$ cat src/rtl/stopwatch_lap_timer.sv
// MM:SS stopwatch / countdown timer with an internal seconds prescaler and a
// small first-word-fall-through FIFO that holds captured lap (split) times.
module stopwatch_lap_timer #(
  parameter int TICKS_PER_SEC = 1,
  parameter int MIN_WIDTH     = 8,
  parameter int MAX_MIN       = 99,
  parameter int LAP_DEPTH     = 4
) (
  input  logic                 clk,
  input  logic                 rst,
  input  logic                 start,
  input  logic                 stop,
  input  logic                 reset,
  input  logic                 mode,
  input  logic                 load,
  input  logic [MIN_WIDTH-1:0] load_min,
  input  logic [5:0]           load_sec,
  input  logic                 lap,
  input  logic                 lap_rd,
  output logic [MIN_WIDTH-1:0] minutes,
  output logic [5:0]           seconds,
  output logic [1:0]           status,
  output logic                 done,
  output logic [MIN_WIDTH-1:0] lap_min,
  output logic [5:0]           lap_sec,
  output logic                 lap_valid,
  output logic                 lap_full,
  output logic                 lap_ovf
);

  localparam int PW = (TICKS_PER_SEC > 1) ? $clog2(TICKS_PER_SEC) : 1;
  localparam int AW = $clog2(LAP_DEPTH);
  localparam int CW = AW + 1;
  localparam int EW = MIN_WIDTH + 6;
  localparam logic [PW-1:0]        TPS_M1  = PW'(TICKS_PER_SEC - 1);
  localparam logic [MIN_WIDTH-1:0] MAX_M   = MIN_WIDTH'(MAX_MIN);
  localparam logic [CW-1:0]        DEPTH_C = CW'(LAP_DEPTH);

  // Encoding doubles as the status output, so status is the state register.
  typedef enum logic [1:0] {
    ST_IDLE    = 2'b00,
    ST_RUNNING = 2'b01,
    ST_PAUSED  = 2'b10,
    ST_EXPIRED = 2'b11
  } state_t;

  state_t                 state;
  logic                   mode_q;
  logic [PW-1:0]          presc;
  logic                   tick;
  logic [MIN_WIDTH-1:0]   min_nx;
  logic [5:0]             sec_nx;

  assign status = state;

  always_comb begin
    tick   = (presc == TPS_M1);
    min_nx = minutes;
    sec_nx = seconds;
    if (!mode_q) begin
      if (seconds == 6'd59) begin
        sec_nx = '0;
        min_nx = (minutes == MAX_M) ? '0 : minutes + 1'b1;
      end else begin
        sec_nx = seconds + 1'b1;
      end
    end else begin
      if (seconds == 6'd0) begin
        sec_nx = 6'd59;
        min_nx = minutes - 1'b1;
      end else begin
        sec_nx = seconds - 1'b1;
      end
    end
  end

  // The prescaler only advances on edges that begin and end in RUNNING, so a
  // pause/resume cycle neither loses nor adds prescaler counts.
  always_ff @(posedge clk) begin
    if (rst) begin
      state   <= ST_IDLE;
      mode_q  <= 1'b0;
      presc   <= '0;
      minutes <= '0;
      seconds <= '0;
      done    <= 1'b0;
    end else begin
      done <= 1'b0;
      if (reset) begin
        state   <= ST_IDLE;
        mode_q  <= 1'b0;
        presc   <= '0;
        minutes <= '0;
        seconds <= '0;
      end else begin
        unique case (state)
          ST_IDLE: begin
            if (stop) begin
              state <= ST_IDLE;
            end else if (start) begin
              presc  <= '0;
              mode_q <= mode;
              if (mode && minutes == '0 && seconds == 6'd0) begin
                state <= ST_EXPIRED;
                done  <= 1'b1;
              end else begin
                state <= ST_RUNNING;
              end
            end else if (load) begin
              minutes <= (load_min > MAX_M) ? MAX_M : load_min;
              seconds <= (load_sec > 6'd59) ? 6'd59 : load_sec;
            end
          end
          ST_RUNNING: begin
            if (stop) begin
              state <= ST_PAUSED;
            end else begin
              presc <= tick ? '0 : presc + 1'b1;
              if (tick) begin
                minutes <= min_nx;
                seconds <= sec_nx;
                if (mode_q && min_nx == '0 && sec_nx == 6'd0) begin
                  state <= ST_EXPIRED;
                  done  <= 1'b1;
                end
              end
            end
          end
          ST_PAUSED: begin
            if (!stop && start) state <= ST_RUNNING;
          end
          ST_EXPIRED: begin
            state <= ST_EXPIRED;
          end
          default: state <= ST_IDLE;
        endcase
      end
    end
  end

  // Lap readout handshake: lap_valid means lap_min/lap_sec hold the oldest
  // entry; lap_rd in a cycle with lap_valid high pops it, otherwise ignored.
  logic [EW-1:0] mem [LAP_DEPTH];
  logic [AW-1:0] rd_ptr, wr_ptr, rd_nx, wr_nx;
  logic [CW-1:0] cnt, cnt_nx;
  logic          lap_take, lap_push, lap_pop, lap_drop;
  logic [EW-1:0] cur_mmss, head_nx;

  always_comb begin
    cur_mmss = {minutes, seconds};
    lap_take = lap && (state == ST_RUNNING || state == ST_PAUSED);
    lap_pop  = lap_rd && (cnt != '0);
    lap_push = lap_take && ((cnt != DEPTH_C) || lap_pop);
    lap_drop = lap_take && !lap_push;
    rd_nx    = lap_pop  ? rd_ptr + 1'b1 : rd_ptr;
    wr_nx    = lap_push ? wr_ptr + 1'b1 : wr_ptr;
    unique case ({lap_push, lap_pop})
      2'b10:   cnt_nx = cnt + 1'b1;
      2'b01:   cnt_nx = cnt - 1'b1;
      default: cnt_nx = cnt;
    endcase
    // The new head may be the entry being written on this same edge.
    if (cnt_nx == '0) begin
      head_nx = '0;
    end else if (lap_push && wr_ptr == rd_nx) begin
      head_nx = cur_mmss;
    end else begin
      head_nx = mem[rd_nx];
    end
  end

  always_ff @(posedge clk) begin
    if (lap_push) mem[wr_ptr] <= cur_mmss;
  end

  always_ff @(posedge clk) begin
    if (rst || reset) begin
      rd_ptr    <= '0;
      wr_ptr    <= '0;
      cnt       <= '0;
      lap_valid <= 1'b0;
      lap_full  <= 1'b0;
      lap_ovf   <= 1'b0;
      lap_min   <= '0;
      lap_sec   <= '0;
    end else begin
      rd_ptr    <= rd_nx;
      wr_ptr    <= wr_nx;
      cnt       <= cnt_nx;
      lap_valid <= (cnt_nx != '0);
      lap_full  <= (cnt_nx == DEPTH_C);
      if (lap_drop) lap_ovf <= 1'b1;
      {lap_min, lap_sec} <= head_nx;
    end
  end

endmodule

$ cat config.mk
export PLATFORM = sky130hd
export DESIGN_NAME = stopwatch_lap_timer
export DESIGN_NICKNAME = d
export VERILOG_FILES = /design/src/rtl/stopwatch_lap_timer.sv
export SDC_FILE = /design/constraint.sdc
export NUM_CORES = 1
export LEC_CHECK = 0
export CAP_MARGIN = 20
export CORE_MARGIN = 2
export CORE_UTILIZATION = 26
export DETAILED_ROUTE_END_ITERATION = 8
export MAX_ROUTING_LAYER = met4
export PLACE_DENSITY = 0.41
export SYNTH_ARGS = -nofsm -noshare
export SYNTH_HDL_FRONTEND = slang
export SYNTH_SLANG_ARGS = --single-unit
$ cat constraint.sdc
create_clock -name clk -period 5.1 [get_ports clk]
set_input_delay 1.275 -clock clk [delete_from_list [all_inputs] [get_ports clk]]
set_output_delay 1.275 -clock clk [all_outputs]
set_load 0.01 [all_outputs]
* Word-level counts from Yosys, hierarchy flattened
Memories as Yosys holds them, arrays and structs flattened. A register that Yosys moved wholly into a read port is not among the register bits.
Cells that the tools add are included.
** Word-level totals
- Bits in writable memories :: 56
- Memories :: 1
- Flip-flop bits (word level) :: 29
** Memory list
- mem :: words 4, bits a word 14, read ports 1, clocked after Yosys merged registers in 1, write ports 1, line 143 : logic [EW-1:0] mem [LAP_DEPTH];
** Operators by class
- Bitwise logic cells :: 1
- Equality and inequality tests :: 19
- Reduce and logical (&&, ||, !) cells :: 29
- $add $sub $neg :: 9
- Order comparisons :: 2
- Muxes and demuxes :: 45
** Operator list (number)
- 2-to-1 mux 8 bit :: 10
- 2-to-1 mux 6 bit :: 9
- logical NOT 8 bit :: 2
- 2-to-1 mux 2 bit :: 8
- case mux 8 bit (2 select lines) :: 1
- inequality test 2 bit (second input constant) :: 7
- logical NOT 6 bit :: 2
- 2-to-1 mux 1 bit :: 12
- inequality test 3 bit (second input constant) :: 4
- case mux 6 bit (2 select lines) :: 1
- logical AND 1 bit :: 9
- adder 8 x 1 -> 8 bit (second input constant) :: 1
- equality test 8 x 7 -> 1 bit (second input constant) :: 1
- > comparator 8 x 7 -> 1 bit (second input constant) :: 1
- case mux 2 bit (4 select lines) :: 1
- AND reduction 4 bit :: 2
- subtractor 8 x 1 -> 8 bit (second input constant) :: 1
- adder 6 x 1 -> 6 bit (second input constant) :: 1
- equality test 2 bit (second input constant) :: 3
- equality test 6 bit (second input constant) :: 1
- > comparator 6 bit (second input constant) :: 1
- case mux 3 bit (2 select lines) :: 1
- AND reduction 6 bit :: 1
- nonzero test 3 bit :: 2
- 16 further kinds :: 23

* Longest topological paths before layout
Gate-level depths: netlist (run 1).
- Depth in word-level cells :: 11
- Mapped depth :: 15
- Mapped depth without buffers :: 14

* Worst setup path after synthesis (run 1)
Ideal clock, no wire load.
- Kind :: input port to flip-flop
- Start :: input port lap_rd
- End :: register lap_min[0]
- Data required time :: 4.972 ns
- Path slack :: 1.436 ns
- Stages :: 13
- Library setup time :: 0.128 ns
- Data arrival time :: 3.536 ns
- Cell sequence :: nor4b_1 -> nor2_1 -> inv_1 -> ha_1 -> inv_1 -> fa_1 -> xor2_1 -> nor2_1 -> xnor2_1 -> nor2_1 -> a21oi_1 -> clkbuf_1 -> nor2_1
** On the way
- Word-level cells in the longest chain between the ends :: 7
** Ends and longest elaborated chain
- from (decl) :: line 19 : input logic lap_rd,
- logical AND 1 bit * :: line 152 : lap_pop = lap_rd && (cnt != '0);
- logical OR 1 bit :: line 153 : lap_push = lap_take && ((cnt != DEPTH_C) || lap_pop);
- logical AND 1 bit :: line 153
- equality test 2 x 1 -> 1 bit / equality test 2 bit (equally long branches) :: line 157 : unique case ({lap_push, lap_pop})
- case mux 3 bit (2 select lines) :: line 157
- logical NOT 3 bit :: line 163 : if (cnt_nx == '0) begin
- OR reduction 2 bit (no source line)
- to (signal assigned) :: line 193 : {lap_min, lap_sec} <= head_nx;
- to (decl) :: line 24 : output logic [MIN_WIDTH-1:0] lap_min,
Every way passes the cells marked *; elsewhere a longest branch is shown, timed or not.
A chain may end at the register's enable or synchronous reset.

* Worst setup path after layout (run 1)
- Start :: input port lap_rd
- End :: register lap_sec[5]
** On the way
- Word-level cells in the longest chain between the ends :: 7
** Ends and longest elaborated chain
- logical AND 1 bit * :: line 152
- logical OR 1 bit :: line 153
- logical AND 1 bit :: line 153
- equality test 2 x 1 -> 1 bit / equality test 2 bit (equally long branches) :: line 157
- case mux 3 bit (2 select lines) :: line 157
- logical NOT 3 bit :: line 163
- OR reduction 2 bit (no source line)
- to (signal assigned) :: line 193
- to (decl) :: line 25 : output logic [5:0] lap_sec,
Marked as above.

==> run_results.csv, run 1 <==
group,metric,value,unit
run_status,status,"complete, no violations",
cells_and_area,postLayoutCoreUtil,32.1,%
detailed_routing,drc,0,
grt,grt.total_usage,13.7,%
sta,rsz0062_at_grt,"no",
clock_tree,h-tree-depth,3,
power_and_ir_drop,p_per_area,285,nW/µm²
clock_tree,cts_buffers,9,
clock_tree,cts_tree,"yes",
sta,hold_viol,0,
clock_tree,path_clk_slew,0.07,ns
sta,skew,0.00840,ns
grt,antenna_found_initial,0,
synth,ys_types,67,
place,pre_cts_ws,0.907,ns
synth,yosysTopAreaCellShare,34.0,%
detailed_routing,avgViaCountPerCell,4.83,
cells_and_area,n_antenna_cell,0,
floorplan,die_h,142,µm
worst_setup_path,r2r_cells,14,
cells_and_area,final_area,6010,µm²
floorplan,coreArea,18700,µm²
synth,postSynthCellCount,429,
sta,setup_violations,0,
detailed_routing,avgRoutedWirePerCell,17.7,µm
min_path,hold_class,"reg2reg",
power_and_ir_drop,p_leak,0.00207,µW
sta,worst_slew_pin_slew,1.04,ns
floorplan,ios,57,
place,dpl_cell_area,5690,µm²
grt,grt_max_degree,26,
detailed_routing,drt_pass1_iterations,4,
place,place_inst,697,
power_and_ir_drop,ir_drop,0.142,mV
sta,fin_tns_setup,0,ns
place,gp_congestion,0.834,
detailed_routing,num_vias,3443,
grt,grt_pass1_vias,3561,
floorplan,rows,50,
cells_and_area,fin_cells,713,
sta,min_period,3.81,ns
clock_tree,clockRootBuffer,"clkbuf_16",
synth,synth_enable_flop_cells,56,
synth,async_reset_ff_share,0,%
sta,maxSlewViolCount,0,
grt,grt_overflow,0,
detailed_routing,antenna_left,0,
synth,yosysWarnings,0,
floorplan,die_w,142,µm
worst_setup_path,path_class,"in2reg",
min_path,hold_depth,2,
synth,synthTopCellsByArea,"edfxtp_1 34%, dfxtp_1 17%, mux4_2 6.8%, mux2i_1 4.0%, nor2_1 3.9%",
clock_tree,ctsResizeCount,0,
clock_tree,insertion_delay,0.35,ns
worst_setup_path,endpoint_kind,"flip-flop",
clock_tree,cts_setup_buffers,0,
worst_setup_path,critPathRequiredTime,5.33,ns
clock_tree,cts_buffer_depth,2,
synth,synth_nets,467,
place,portBuffers,56,
clock_tree,cts.sinks,98,
place,hpwl,8.53,mm
cells_and_area,drive_gt1_share,10.6,%
sta,post-route-period-util,74.7,%
floorplan,die_area,20200,µm²
cells_and_area,nFillCells,1930,
flow_run,max_cap_viol_count,0,
worst_setup_path,cp.arrival,4.04,ns
synth,syn-cell-area,4950,µm²
synth,synth-main-ff-cell,"edfxtp_1",
sta,worst_slack,1.29,ns
synth,synth_seq_cells,98,
cells_and_area,area_growth,21.3,%
synth,ys_seq_area_share,50.9,%
min_path,holdPathEnd,"lap_ovf",
worst_setup_path,rr_endpoint,"lap_sec[5]",
detailed_routing,drt_iter0_drc,285,
worst_setup_path,startpoint_type,"primary input",
sta,relSlewSlack,30.4,%
min_path,min_from,"lap_ovf",
cells_and_area,nets,512,
sta,fmax,0.263,GHz
grt,grt_pass1_wl,20.4,mm
worst_setup_path,cp_max_fo,15,
synth,synth_top_cell_by_area,"edfxtp_1",
floorplan,start_util,26.5,%
synth,syn_avg_cell_area,11.5,µm²
clock_tree,hold_buffers,0,
detailed_routing,routed_wirelength,12.6,mm
worst_setup_path,r2r-start,"status[0]",
worst_setup_path,r2r_slack,2.10,ns
-- cell type report --
| type | count | area [µm²] | area share, % |
|---|---|---|---|
| Multi-Input combinational cell | 286 | 2210 | 36.8 |
| Clock buffer | 11 | 243 | 4.04 |
| Inverter | 19 | 71.3 | 1.19 |
| Sequential cell | 98 | 2520 | 42.0 |
| Tap cell | 234 | 293 | 4.87 |
| Timing Repair Buffer | 60 | 591 | 9.83 |
| Clock inverter | 5 | 77.6 | 1.29 |
-- cell families after synthesis --
| kind of cell | share of synthesized area [%] |
|---|---|
| buffers and inverters | 4.40 |
| multiplexers | 11.3 |
| AO/OA/AOI/OAI | 10.1 |
| adder cells (fa/ha/maj) | 3.94 |
| AND/OR/NAND/NOR | 15.6 |
| flip-flops | 50.9 |
| XOR/XNOR | 3.66 |
-- registers in the layout, summed over array words and instances (netlist names), 2 cells and up --
signal / count
cnt: 3
lap_min: 8
lap_sec: 6
mem: 56
minutes: 8
rd_ptr: 2
seconds: 6
status: 2
wr_ptr: 2
-- power breakdown --
group          switching (µW)  leakage (µW)  internal [µW]
registers                13.4      0.000886            836
logic                    64.8       0.00103           60.3
clock network             296      0.000157            442
total                     374       0.00207           1340
-- worst max path at each step --
stage	endpoint	depth (start not counted)	from	slack (ns)
after global routing	lap_min[2]	14	lap_rd	1.0
after floorplan	lap_min[0]	13	lap_rd	1.44
after CTS	lap_sec[5]	14	lap_rd	1.27
after global placement	lap_sec[1]	14	lap_rd	1.04
final	lap_sec[5]	14	lap_rd	1.29
after detailed placement	lap_sec[5]	14	lap_rd	0.91
-- through the flow --
stage	hold WS [ns]	power (µW)
final	0.489	1710
after CTS	0.499	1740
after floorplan	0.501	944
after global routing	0.549	1780
after global placement	0.492	993
after detailed placement	0.474	993
-- layer usage --
metal  vias up  part of all wire, %  global-route usage (%)
met4         0                  1.6                    5.58
li1       1672                    -                       -
met2        68                   48                    21.7
met5         -                    0                       -
met1      1690                   47                    17.6
met3        13                  3.2                    2.02
-- synthesized netlist by cell type, drive strengths merged (5+ instances only) --
cell type	number
nand4	8
dfxtp	42
nand2	30
mux4	15
clkbuf	11
nor2	52
ha	14
a21oi	22
nor4	6
o211ai	7
nand3	11
xnor2	12
mux2i	20
o21ai	6
o22ai	5
nor3	6
xor2	7
nor2b	5
edfxtp	56
a31oi	8
inv	19
buf	15
-- worst max-delay path, stage by stage --
cell and delay (ns):
clkdlybuf4s50_1 0.43, nor4b_1 0.40, nor2_1 0.26, inv_1 0.10, ha_1 0.18, inv_1 0.06
fa_1 0.37, xor2_1 0.15, nor2_1 0.11, xnor2_1 0.15, nor2_1 0.07, a21oi_1 0.14
buf_4 0.24, nor2_1 0.08
-- cell usage in the layout, fill, tap and decap left out, types with 3 or more instances in the layout --
cell,instances
ha_1,14
o21ai_0,5
xor2_1,6
and3_1,4
a211oi_1,3
nand2b_1,3
nand2_1,30
nand3_1,9
a21oi_1,22
and2_1,4
edfxtp_1,56
clkdlybuf4s50_1,56
xnor2_1,11
nor3_1,5
clkbuf_16,9
inv_1,19
dfxtp_1,42
nor2b_1,5
o211ai_1,7
a31oi_1,7
mux2i_1,20
o22ai_1,4
nand4_1,8
mux4_2,15
buf_4,4
nor2_1,52
Power figures use the tool's default switching activity.
==> run 2, diff against run 1 <==
==> constraint.sdc (replaced) <==
create_clock -name clk -period 3.9 [get_ports clk]
set_input_delay 0.975 -clock clk [delete_from_list [all_inputs] [get_ports clk]]
set_output_delay 0.975 -clock clk [all_outputs]
set_load 0.01 [all_outputs]
==> run_results.csv, run 2 (same netlist as run 1, synthesis figures left out) <==
group,metric,value,unit
sta,rsz0062_at_grt,"no",
floorplan,rows,50,
grt,grt_overflow,0,
worst_setup_path,critPathRequiredTime,4.13,ns
power_and_ir_drop,finalPower,2140,µW
clock_tree,cts_buffer_depth,2,
clock_tree,path_clk_slew,0.07,ns
floorplan,ios,57,
grt,grt_pass1_wl,20.3,mm
sta,min_period,3.32,ns
power_and_ir_drop,p_per_area,357,nW/µm²
power_and_ir_drop,p_leak,0.00207,µW
grt,grt.total_usage,13.6,%
sta,fin_tns_setup,0,ns
sta,fmax,0.301,GHz
run_status,status,"complete, no violations",
floorplan,die_w,142,µm
worst_setup_path,path_delay_family,"buffers and inverters",
worst_setup_path,crit_top_cell,"nor2_1",
floorplan,die_area,20200,µm²
cells_and_area,n_antenna_cell,0,
floorplan,coreArea,18700,µm²
grt,grt_pass1_vias,3579,
cells_and_area,largest_register,"mem",
sta,maxSlewViolCount,0,
clock_tree,insertion_delay,0.35,ns
worst_setup_path,slowest_stage,"clkdlybuf4s50_1",
cells_and_area,nets,515,
clock_tree,h-tree-depth,3,
cells_and_area,nFillCells,1878,
grt,antenna_found_initial,0,
detailed_routing,routed_wirelength,12.5,mm
clock_tree,cts_buffers,9,
sta,skew,0.00614,ns
sta,worst_slew_pin_slew,0.826,ns
cells_and_area,final_area,5990,µm²
cells_and_area,top_regs,"mem (56), lap_min (8), minutes (8)",
clock_tree,hold_buffers,0,
clock_tree,cts_tree,"yes",
sta,post-route-period-util,85.1,%
worst_setup_path,startpoint,"lap_rd",
worst_setup_path,crit_chain,"clkdlybuf4s50_1 > nor4b_1 > nor2_1 > inv_1 > ha_1 > inv_1 > fa_1 > xor2_1 > nor2_1 > xnor2_1 > nor2_1 > a21oi_1 > buf_4 > nor2_1",
sta,setup_violations,0,
detailed_routing,drc,0,
min_path,min_from,"lap_ovf",
worst_setup_path,max_stage_delay,0.42,ns
place,portBuffers,56,
cells_and_area,postLayoutCoreUtil,32.0,%
detailed_routing,drt_iter0_drc,245,
clock_tree,cts.sinks,98,
power_and_ir_drop,ir_drop,0.195,mV
detailed_routing,drt_pass1_iterations,4,
floorplan,start_util,26.5,%
worst_setup_path,cp.arrival,3.55,ns
grt,grt_max_degree,26,
cells_and_area,drive_gt1_share,10.6,%
worst_setup_path,path_class,"in2reg",
worst_setup_path,endpoint_kind,"flip-flop",
place,gp_congestion,0.830,
worst_setup_path,startpoint_type,"primary input",
clock_tree,cts_setup_buffers,0,
detailed_routing,avgViaCountPerCell,4.89,
place,dpl_cell_area,5710,µm²
detailed_routing,antenna_left,0,
worst_setup_path,cp_max_fo,15,
flow_run,max_cap_viol_count,0,
min_path,hold_class,"reg2reg",
place,hpwl,8.64,mm
detailed_routing,num_vias,3504,
floorplan,die_h,142,µm
clock_tree,ctsResizeCount,0,
detailed_routing,avgRoutedWirePerCell,17.5,µm
cells_and_area,area_growth,21.0,%
sta,holdWs,0.493,ns
worst_setup_path,r2r-start,"seconds[0]",
cells_and_area,final_cell_mix,"56 x clkdlybuf4s50_1, 56 x edfxtp_1, 52 x nor2_1",
sta,relSlewSlack,44.9,%
worst_setup_path,cp_num_buf_inv,4,
cells_and_area,largest_reg_flops,56,
sta,hold_viol,0,
clock_tree,clockRootBuffer,"clkbuf_16",
==> run 2: cell types whose count changed in the layout (fill, tap and decap cells not counted) <==
cell       before  now
buf_4           4    7
clkbuf_1        1    3
bufinv_16       2    1
clkbuf_8        1    0
clkinv_1        1    2
clkinv_4        1    0
==> run 2: metrics by stage <==
step                std cells  setup slack [ns]
floorplan                 429             0.536
global placement          700             0.298
detailed placement        700             0.225
CTS                       716             0.586
global route              716             0.309
finish                    716             0.581
==> run 2: final cells by class <==
type | count | area (µm²) | share of cell area, %
clock buffers | 12 | 236 | 3.95
flip-flops and latches | 98 | 2520 | 42.1
well taps | 234 | 293 | 4.89
repair buffers | 63 | 613 | 10.2
inverters | 19 | 71.3 | 1.19
clock inverters | 4 | 42.5 | 0.710
multi-input cells | 286 | 2210 | 36.9
==> run 2: worst min-delay path, stage by stage (launching register included) <==
cell and delay [ns]:
dfxtp_1 0.34, a31oi_1 0.05, nor2_1 0.08
==> run 2: worst paths after layout <==
| kind | to | slack (ns) | depth (start not counted) |
|---|---|---|---|
| worst min-delay path | lap_ovf | 0.49 | 2 |
| worst min register to register | lap_ovf | 0.49 | 2 |
| worst max register to register | status[0] | 0.98 | 9 |
| worst max-delay path | lap_min[3] | 0.58 | 14 |
==> run 2: report_power, final <==
part,internal [µW],total (µW),switching [µW],leakage [µW]
clock,493,863,370,0.000136
combinational,80.5,167,86.9,0.00105
sequential,1090,1110,15.9,0.000886
==> run 2: per-layer routing <==
layer | share of wire, % | track usage [%]
met5 | 0 | -
met4 | 2.1 | 6.21
met3 | 2.9 | 1.65
met2 | 48 | 21.4
met1 | 47 | 17.5
==> run 3, diff against run 2 <==
--- a/config.mk
+++ b/config.mk
@@ -5,6 +5,7 @@
 export SDC_FILE = /design/constraint.sdc
 export NUM_CORES = 1
 export LEC_CHECK = 0
+export ABC_AREA = 1
 export CAP_MARGIN = 20
 export CORE_MARGIN = 2
 export CORE_UTILIZATION = 26
==> run_results.csv, run 3 <==
group,metric,value,unit
run_status,status,"complete, no violations",
min_path,hold_class,"reg2reg",
cells_and_area,postLayoutCoreUtil,32.3,%
floorplan,coreArea,19300,µm²
detailed_routing,drt_pass1_iterations,4,
clock_tree,cts_buffer_depth,2,
cells_and_area,final_cell_mix,"99 x nand2_1, 83 x nor2_1, 56 x o21ai_0, 56 x clkdlybuf4s50_1, 56 x edfxtp_1",
cells_and_area,drive_gt1_share,8.88,%
cells_and_area,nets,686,
worst_setup_path,crit_top_cell,"inv_1",
grt,grt_max_degree,30,
grt,antenna_found_initial,0,
synth,synthTopCellsByArea,"edfxtp_1 33%, dfxtp_1 17%, nand2_1 7.3%, nor2_1 6.2%, o21ai_0 5.5%",
worst_setup_path,startpoint_type,"primary input",
min_path,holdPathEnd,"lap_ovf",
sta,fmax,0.293,GHz
clock_tree,cts_setup_buffers,0,
worst_setup_path,slowest_stage,"clkdlybuf4s50_1",
worst_setup_path,r2r_cells,16,
sta,rsz0062_at_grt,"no",
synth,yosysMostFrequentCell,"nand2_1",
sta,min_period,3.41,ns
synth,ys_seq_area_share,49.8,%
clock_tree,cts.sinks,98,
power_and_ir_drop,power_frac_comb,14.4,%
min_path,hold_depth,1,
sta,maxSlewViolCount,0,
worst_setup_path,crit_chain,"clkdlybuf4s50_1 > inv_1 > a31oi_1 > inv_1 > ha_1 > inv_1 > fa_1 > or2_1 > nand3_1 > xor2_1 > nor2_1 > a21oi_2 > inv_1 > o21ai_0 > a31oi_1",
synth,yosysWarnings,0,
synth,synth_nets,631,
synth,postSynthCellCount,593,
worst_setup_path,r2r_slack,0.74,ns
power_and_ir_drop,p_int,1700,µW
worst_setup_path,endpoint_kind,"flip-flop",
grt,grt_overflow,0,
sta,post-route-period-util,87.6,%
grt,grt.total_usage,14.7,%
grt,grt_pass1_wl,22.2,mm
synth,ys_top_cells_by_count,"99 x nand2_1, 83 x nor2_1, 56 x edfxtp_1, 56 x o21ai_0, 53 x inv_1",
cells_and_area,nFillCells,2044,
clock_tree,h-tree-depth,3,
power_and_ir_drop,ir_drop,0.181,mV
clock_tree,hold_buffers,0,
clock_tree,clockRootBuffer,"clkbuf_16",
detailed_routing,drt_iter0_drc,280,
floorplan,die_w,144,µm
cells_and_area,final_common_cell,"nand2_1",
place,gp_congestion,0.869,
sta,setup_violations,0,
cells_and_area,largest_register,"mem",
synth,synth_top_cell_by_area,"edfxtp_1",
detailed_routing,drc,0,
sta,fin_tns_setup,0,ns
place,portBuffers,56,
synth,syn_avg_cell_area,8.54,µm²
worst_setup_path,rr_endpoint,"lap_sec[0]",
cells_and_area,largest_reg_flops,56,
synth,synth-main-ff-cell,"edfxtp_1",
synth,synth_seq_cells,98,
cells_and_area,n_antenna_cell,0,
worst_setup_path,critPathRequiredTime,4.18,ns
detailed_routing,avgViaCountPerCell,4.56,
synth,yosysTopAreaCellShare,33.2,%
worst_setup_path,cp_max_fo,11,
sta,hold_viol,0,
synth,synth_enable_flop_cells,56,
worst_setup_path,max_stage_delay,0.40,ns
floorplan,die_area,20600,µm²
detailed_routing,num_vias,4188,
power_and_ir_drop,clkPwrFrac,37.8,%
grt,grt_pass1_vias,4023,
sta,relSlewSlack,53.1,%
power_and_ir_drop,p_seq_share,47.8,%
place,hpwl,9.66,mm
synth,ys_types,40,
worst_setup_path,path_class,"in2reg",
clock_tree,path_clk_slew,0.08,ns
power_and_ir_drop,p_leak,0.00241,µW
worst_setup_path,r2r-start,"status[0]",
power_and_ir_drop,p_per_area,384,nW/µm²
power_and_ir_drop,finalPower,2390,µW
min_path,min_from,"lap_ovf",
power_and_ir_drop,swShare,28.9,%
detailed_routing,avgRoutedWirePerCell,15.6,µm
clock_tree,cts_tree,"yes",
worst_setup_path,startpoint,"lap_rd",
clock_tree,ctsResizeCount,0,
cells_and_area,top_regs,"mem (56), lap_min (8), minutes (8)",
floorplan,die_h,144,µm
clock_tree,insertion_delay,0.36,ns
detailed_routing,antenna_left,0,
synth,async_reset_ff_share,0,%
power_and_ir_drop,switchingPower,690,µW
floorplan,ios,57,
sta,skew,0.00717,ns
floorplan,start_util,26.3,%
floorplan,rows,51,
synth,syn-cell-area,5060,µm²
worst_setup_path,cp.arrival,3.70,ns
sta,worst_slew_pin_slew,0.703,ns
flow_run,max_cap_viol_count,0,
detailed_routing,routed_wirelength,14.3,mm
cells_and_area,area_growth,23.0,%
clock_tree,cts_buffers,9,
## run 3: routing by layer
metal / wire (µm) / global-route usage, % / vias up
met1: 6750 / 18.3 / 2003
met5: 0 / - / -
met3: 369 / 1.50 / 17
met2: 6980 / 24.7 / 67
met4: 229 / 5.78 / 0
li1: - / - / 2101
## run 3: worst max path at each step
| stage | end | slack [ns] |
|---|---|---|
| final | lap_sec[0] | 0.49 |
| after CTS | lap_min[0] | 0.51 |
| after floorplan | lap_sec[0] | 0.78 |
| after global placement | lap_sec[1] | 0.26 |
| after detailed placement | lap_sec[2] | 0.15 |
| after global routing | lap_min[6] | 0.21 |
## run 3: critical path: cells and delay by family
kind	cells	cell delay, ns
compound gates	4	0.51
xor+xnor	1	0.08
fa+ha+maj	2	0.57
buf+inv	5	1.06
simple gates	3	0.49
## run 3: layout make-up
class | count | area [µm²] | area share [%]
clock buffers | 9 | 225 | 3.62
clock inverters | 7 | 71.3 | 1.15
inverters | 57 | 214 | 3.44
multi-input cells | 411 | 2190 | 35.1
flip-flops and latches | 98 | 2520 | 40.5
well taps | 265 | 332 | 5.33
repair buffers | 71 | 673 | 10.8
## run 3: power groups by stage
stage          Clock [µW]  Sequential, µW  Combinational (µW)
3_3_place_gp            0            1170                 344
4_1_cts               930            1140                 349
3_5_place_dp            0            1170                 348
2_1_floorplan           0            1160                 218
5_1_grt               971            1150                 388
6_report              904            1140                 345
## run 3: through the flow
step           setup WS (ns)  hold WS, ns  cell area, µm²  std cells
2_1_floorplan          0.779        0.485            5060        593
3_3_place_gp           0.256        0.453            5930        902
3_5_place_dp           0.147        0.464            5930        902
4_1_cts                0.513        0.483            6220        918
5_1_grt                0.210        0.498            6220        918
6_report               0.485        0.477            6220        918
## run 3: kinds of logic after synthesis
kind of cell / count (synthesis) / synth area share (%)
buffers and inverters: 84 / 7.12
AND/OR/NAND/NOR: 262 / 23.4
XOR/XNOR: 9 / 1.56
adder cells (fa/ha/maj): 15 / 3.86
AO/OA/AOI/OAI: 125 / 14.2
flip-flops: 98 / 49.8
